**config.mk**
```make
export PLATFORM = sky130hd
export DESIGN_NAME = mem_arbiter
export DESIGN_NICKNAME = d
export VERILOG_FILES = /design/src/rtl/mem_arbiter_pkg.sv /design/src/rtl/mem_arbiter_rr_arb2.sv /design/src/rtl/mem_arbiter.sv
export SDC_FILE = /design/constraint.sdc
export NUM_CORES = 1
export LEC_CHECK = 0
export ABC_CLOCK_PERIOD_IN_PS = 2150
export CAP_MARGIN = 40
export CORE_MARGIN = 10
export CORE_UTILIZATION = 30
export DETAILED_ROUTE_END_ITERATION = 8
export HOLD_SLACK_MARGIN = 0.15
export PLACE_DENSITY = 0.82
export SLEW_MARGIN = 10
export SYNTH_ARGS = -nofsm -noshare
export SYNTH_HDL_FRONTEND = slang
export SYNTH_SLANG_ARGS = --single-unit
export TNS_END_PERCENT = 30
```
**constraint.sdc**
```tcl
create_clock -name clk_core -period 2.15 [get_ports clk_core]
set_input_delay 0.215 -clock clk_core [delete_from_list [all_inputs] [get_ports clk_core]]
set_output_delay 0.215 -clock clk_core [all_outputs]
set_load 0.05 [all_outputs]
```
**src/rtl/mem_arbiter_pkg.sv**
```systemverilog
// Shared definitions for the cache-side memory bus: owner and arbiter state
// encodings plus the cache line length.
package mem_arbiter_pkg;

    localparam int LINE_WORDS = 4;

    typedef enum logic {
        OWN_IC = 1'b0,
        OWN_DC = 1'b1
    } owner_e;

    typedef enum logic [1:0] {
        ARB_IDLE,
        ARB_CMD,
        ARB_DATA
    } arb_state_e;

endpackage

```
**src/rtl/mem_arbiter_rr_arb2.sv**
```systemverilog
// Two-input round-robin picker; on a tie the side that did not win last time
// gets the bus.
module rr_arb2
    import mem_arbiter_pkg::*;
(
    input  logic   clk_core,
    input  logic   reset,
    input  logic   i_req_ic,
    input  logic   i_req_dc,
    input  logic   i_update,
    input  owner_e i_update_owner,
    output logic   o_grant_valid,
    output owner_e o_grant_owner
);

    owner_e r_last_grant;

    // History only moves when a command is accepted, not when it is picked.
    always_ff @(posedge clk_core) begin
        if (reset) begin
            r_last_grant <= OWN_IC;
        end else if (i_update) begin
            r_last_grant <= i_update_owner;
        end
    end

    always_comb begin
        o_grant_valid = i_req_ic | i_req_dc;
        o_grant_owner = OWN_IC;
        if (i_req_ic && i_req_dc) begin
            o_grant_owner = (r_last_grant == OWN_IC) ? OWN_DC : OWN_IC;
        end else if (i_req_dc) begin
            o_grant_owner = OWN_DC;
        end
    end

endmodule

```
**src/rtl/mem_arbiter.sv**
```systemverilog
// Shares one external memory bus between icache refills and dcache
// refills/writebacks, one whole-line burst at a time.
module mem_arbiter
    import mem_arbiter_pkg::*;
#(
    parameter int BEATS  = LINE_WORDS,
    parameter int BEAT_W = $clog2(BEATS)
)(
    input  logic        clk_core,
    input  logic        reset,
    input  logic        ic_req,
    input  logic [29:0] ic_addr,
    input  logic        ic_abort,
    output logic        ic_ack,
    output logic        ic_rvalid,
    output logic [31:0] ic_rdata,
    output logic        ic_done,
    input  logic        dc_req,
    input  logic        dc_we,
    input  logic [29:0] dc_addr,
    input  logic [31:0] dc_wdata,
    output logic        dc_wnext,
    output logic        dc_ack,
    output logic        dc_rvalid,
    output logic [31:0] dc_rdata,
    output logic        dc_done,
    output logic        bus_cmd_valid,
    input  logic        bus_cmd_ready,
    output logic        bus_cmd_we,
    output logic [29:0] bus_cmd_addr,
    output logic        bus_wvalid,
    output logic [31:0] bus_wdata,
    input  logic        bus_wready,
    input  logic        bus_rvalid,
    input  logic [31:0] bus_rdata
);

    arb_state_e        r_state;
    arb_state_e        w_state_next;
    owner_e            r_owner;
    logic              r_we;
    logic [29:0]       r_addr;
    logic [BEAT_W-1:0] r_cnt;
    logic              r_kill;

    logic              w_ic_eligible;
    logic              w_grant_valid;
    owner_e            w_grant_owner;
    logic              w_cmd_fire;
    logic              w_beat;
    logic              w_last_beat;
    logic              w_kill_now;
    logic              w_abort_ic;
    logic [29:0]       w_line_mask;

    assign w_line_mask   = ~30'(BEATS - 1);
    assign w_ic_eligible = ic_req & ~ic_abort;
    assign w_cmd_fire    = (r_state == ARB_CMD) & bus_cmd_ready;
    assign w_beat        = (r_state == ARB_DATA) & (r_we ? bus_wready : bus_rvalid);
    assign w_last_beat   = w_beat & (r_cnt == BEAT_W'(BEATS - 1));
    assign w_abort_ic    = ic_abort & (r_owner == OWN_IC);
    // An abort silences the beat arriving in the same cycle, not just later ones.
    assign w_kill_now    = r_kill | w_abort_ic;

    rr_arb2 u_rr_arb2 (
        .clk_core       (clk_core),
        .reset          (reset),
        .i_req_ic       (w_ic_eligible),
        .i_req_dc       (dc_req),
        .i_update       (w_cmd_fire),
        .i_update_owner (r_owner),
        .o_grant_valid  (w_grant_valid),
        .o_grant_owner  (w_grant_owner)
    );

    always_ff @(posedge clk_core) begin
        if (reset) begin
            r_state <= ARB_IDLE;
        end else begin
            r_state <= w_state_next;
        end
    end

    always_comb begin
        w_state_next = r_state;
        unique case (r_state)
            ARB_IDLE: if (w_grant_valid) w_state_next = ARB_CMD;
            ARB_CMD:  if (bus_cmd_ready) w_state_next = ARB_DATA;
            ARB_DATA: if (w_last_beat)   w_state_next = ARB_IDLE;
            default:  w_state_next = ARB_IDLE;
        endcase
    end

    // Burst context is captured at grant time so the caches may change their
    // request fields once acked.
    always_ff @(posedge clk_core) begin
        if (reset) begin
            r_owner <= OWN_IC;
            r_we    <= 1'b0;
            r_addr  <= '0;
            r_cnt   <= '0;
            r_kill  <= 1'b0;
        end else begin
            unique case (r_state)
                ARB_IDLE: begin
                    r_kill <= 1'b0;
                    if (w_grant_valid) begin
                        r_owner <= w_grant_owner;
                        r_we    <= (w_grant_owner == OWN_DC) & dc_we;
                        r_addr  <= ((w_grant_owner == OWN_DC) ? dc_addr : ic_addr) & w_line_mask;
                    end
                end
                ARB_CMD: begin
                    if (w_abort_ic) r_kill <= 1'b1;
                    if (bus_cmd_ready) r_cnt <= '0;
                end
                ARB_DATA: begin
                    if (w_abort_ic) r_kill <= 1'b1;
                    if (w_beat) r_cnt <= w_last_beat ? '0 : r_cnt + 1'b1;
                    if (w_last_beat) r_kill <= 1'b0;
                end
                default: r_kill <= 1'b0;
            endcase
        end
    end

    // Reset gates every output so a burst cut short by reset never shows a
    // beat or done pulse.
    always_comb begin
        ic_ack        = 1'b0;
        ic_rvalid     = 1'b0;
        ic_rdata      = '0;
        ic_done       = 1'b0;
        dc_wnext      = 1'b0;
        dc_ack        = 1'b0;
        dc_rvalid     = 1'b0;
        dc_rdata      = '0;
        dc_done       = 1'b0;
        bus_cmd_valid = 1'b0;
        bus_cmd_we    = 1'b0;
        bus_cmd_addr  = '0;
        bus_wvalid    = 1'b0;
        bus_wdata     = '0;
        if (!reset) begin
            unique case (r_state)
                ARB_CMD: begin
                    bus_cmd_valid = 1'b1;
                    bus_cmd_we    = r_we;
                    bus_cmd_addr  = r_addr;
                    ic_ack        = bus_cmd_ready & (r_owner == OWN_IC);
                    dc_ack        = bus_cmd_ready & (r_owner == OWN_DC);
                end
                ARB_DATA: begin
                    if (r_we) begin
                        bus_wvalid = 1'b1;
                        bus_wdata  = dc_wdata;
                        dc_wnext   = bus_wready;
                        dc_done    = w_last_beat;
                    end else if (r_owner == OWN_IC) begin
                        if (!w_kill_now) begin
                            ic_rvalid = bus_rvalid;
                            ic_rdata  = bus_rvalid ? bus_rdata : '0;
                            ic_done   = w_last_beat;
                        end
                    end else begin
                        dc_rvalid = bus_rvalid;
                        dc_rdata  = bus_rvalid ? bus_rdata : '0;
                        dc_done   = w_last_beat;
                    end
                end
                default: ;
            endcase
        end
    end

endmodule

```
==> results.cfg <==
[clocking]
cts_hold_buf = 0
clk-insertion-delay-late_ns = 0.28
clockRootBuffer = clkbuf_8
clock-sinks = 36
cts_setup_buffers = 0
numCtsBuffers = 5
cts_max_level = 2
path_clk_slew_ns = 0.07
clk_path_buf_depth = 2
cts_tree = done

[worst_setup_path]
cp_data_required_time_ns = 1.93
r2r_slack_ns = 0.42
slowest_stage = dfxtp_2
crit_chain = inv_2 > ha_4 > inv_2 > nor2_4 > and3_4 > clkbuf_16 > and2_1 > buf_12
cp_top_family = simple AND/OR/NAND/NOR gates
cp_max_fo = 16
crit_type = reg -> out
cp.arrival_ns = 1.85
critPathLaunchType = register
crit_top_cell = inv_2
critPathBufInv = 4
critical-path-max-stage-delay_ns = 0.35
end_kind = output port

[final_layout]
final_layout_size_suffix_gt1_share_pct = 28.46
area_delta_synth_final_pct = 155.3
final_common_cell = buf_12
antenna_cells = 0
finalNetCount = 760
final_cell_mix = buf_12, clkdlybuf4s50_1, and2_1

[global_routing]
grt_max_degree = 35
grt_antenna_before_repair = 0
first_global_vias = 3827
track_usage_pct = 22.48
grt_overflow = 0
grt_pass1_wl_um = 23110

[power_and_ir_drop]
p_per_area_nw_per_um2 = 512.0
combPwrFrac_pct = 54.0
peakVddDrop_v = 0.0004545
switching_share_pct = 39.08
pwr-share-seq_pct = 27.7
clock_power_share_pct = 18.4
p_int_w = 0.002171
p_switching_w = 0.001393
power_leakage_nw = 2.917

[detailed_routing]
drc = 0
drt_iter0_drc = 197
first_pass_iters = 4
avgRoutedWirePerCell_um = 21.89
wirelength_um = 15980
routed_via_density = 4.959
dr_total_vias = 3620
ant_nets = 0

[yosys]
synth.ff_latch_count = 36
synth-edff-count = 0
synthCells = 372
synth_cell_types = 40
synth-compound-area-share_pct = 16.01
synth_flop_cell = dfxtp_1
syn_area_um2 = 2728
synth_adder_area_share_pct = 2.752
synth_top_area_cell = dfxtp_1
ys_warn_count = 0
synth_simple_gate_area_share_pct = 45.69
async_flop_share_pct = 0
synthTopCellsByArea = dfxtp_1, and2_1, and3_1
synthDominantCellAreaShare_pct = 26.42
muxShareOfSynthArea_pct = 1.147
synth_top_family_by_area = simple AND/OR/NAND/NOR gates
yosysSeqAreaShare_pct = 26.42
synth_xor_area_share_pct = 0
syn_area_per_cell_um2 = 7.332

[timing]
setup-tns-final_ns = 0
fin_hold_ws_ns = 0.4842
fin_skew_ns = 0.004642
rsz0062_at_grt = no
slew_viol_final = 0
timing.fmax_mhz = 485.3
slew_headroom_pct = 64.69
setup_violations = 0
fin_crit_sh_pct = 95.85
min_period_ns = 2.061
final-hold-violation-count = 0
worstMarginPinSlew_ns = 0.5278

[die]
dieArea_um2 = 13310
fp.dieH_um = 115.4
initial_core_util_pct = 30.97
ios = 269
rows = 34
core_um2 = 8806
die_w_um = 115.4

[placed_design]
dp_hpwl_um = 13710
portBuffers = 262
place_congestion = 0.8758

[outcome]
status = completed

[flow_run]
maxCapViolCount = 0

[hold_path]
min_path_type = in -> reg
-- cells in the mapped netlist, drive strengths merged (2+ instances only) --
master / number
and2: 95
dfxtp: 36
and3: 35
nor2: 35
nand2: 34
a21oi: 32
a211oi: 29
buf: 20
clkbuf: 13
ha: 6
inv: 5
nand2b: 5
nand3: 4
o21ai: 4
nand3b: 3
mux2i: 2
nor2b: 2
nor3: 2
-- cells by family after synthesis --
group | Yosys count
AOI/OAI and AO/OA | 69
muxes | 3
adders and majority gates | 6
other | 1
and+or+nand+nor | 219
DFF | 36
buffers and inverters | 38
-- stage by stage --
stage	util [%]	worst slack [ns]	instance area [um2]	cells	total power [W]
floorplan	-	0.03505	2736	373	0.002047
global placement	76.93	0.2060	6774	721	0.002804
detailed placement	76.93	0.1601	6774	721	0.002893
CTS	78.72	0.02924	6932	729	0.003574
global route	79.07	0.006606	6963	730	0.003767
finish	79.07	0.08921	6963	730	0.003565
-- tightest hold or removal path, cell delays in order --
cell and delay (ns):
clkdlybuf4s50_1 0.39, nand2_1 0.06, a211oi_1 0.05
-- path summary, 6_finish.rpt --
path,from,cells past startpoint,endpoint
max reg2reg,r_state[1],6,r_state[1]
min,ic_addr[29],3,r_addr[29]
max,r_state[0],8,ic_rdata[2]
min reg2reg,r_addr[5],2,r_addr[5]
-- power by group through the flow --
stage / sequential [W] / clock (W) / combinational [W]
detailed placement: 0.000994 / 0 / 0.00190
global placement: 0.000976 / 0 / 0.00183
CTS: 0.000984 / 0.000668 / 0.00192
finish: 0.000987 / 0.000654 / 0.00192
global route: 0.00101 / 0.000694 / 0.00207
floorplan: 0.000953 / 0 / 0.00109
-- cell type report --
class	instances	area [um2]
fill	545	1843
multi-input combinational	299	1839
clock buffer	7	96.34
sequential	36	721.9
clock inverter	1	30.03
tap	108	135.1
inverter	5	18.77
timing repair buffer	274	4121
-- metal layers --
| layer | GRT usage, % | up-vias | routed length, um |
|---|---|---|---|
| met1 | 20.77 | 1665 | 5105 |
| met4 | 8.699 | 0 | 556 |
| met3 | 10.00 | 30 | 1822 |
| met2 | 42.30 | 187 | 8492 |
| met5 | 0 | - | 0 |
| li1 | - | 1738 | - |
-- flip-flops by register name, summed over array words and instances, names as in the netlist --
| register | count |
|---|---|
| u_rr_arb2.r_last_grant | 1 |
| r_kill | 1 |
| r_state | 2 |
| r_cnt | 2 |
| r_addr | 28 |
| r_owner | 1 |
| r_we | 1 |
-- repair_timing --
action | 4_1_cts | 5_1_grt
cloned | 0 | 1
pin swaps | 1 | 0
gates resized for setup | 10 | 3
endpoints found under the hold margin | 0 | 0
endpoints found under the setup margin | 94 | 95
Note: power is estimated with default switching activity, not from simulation.
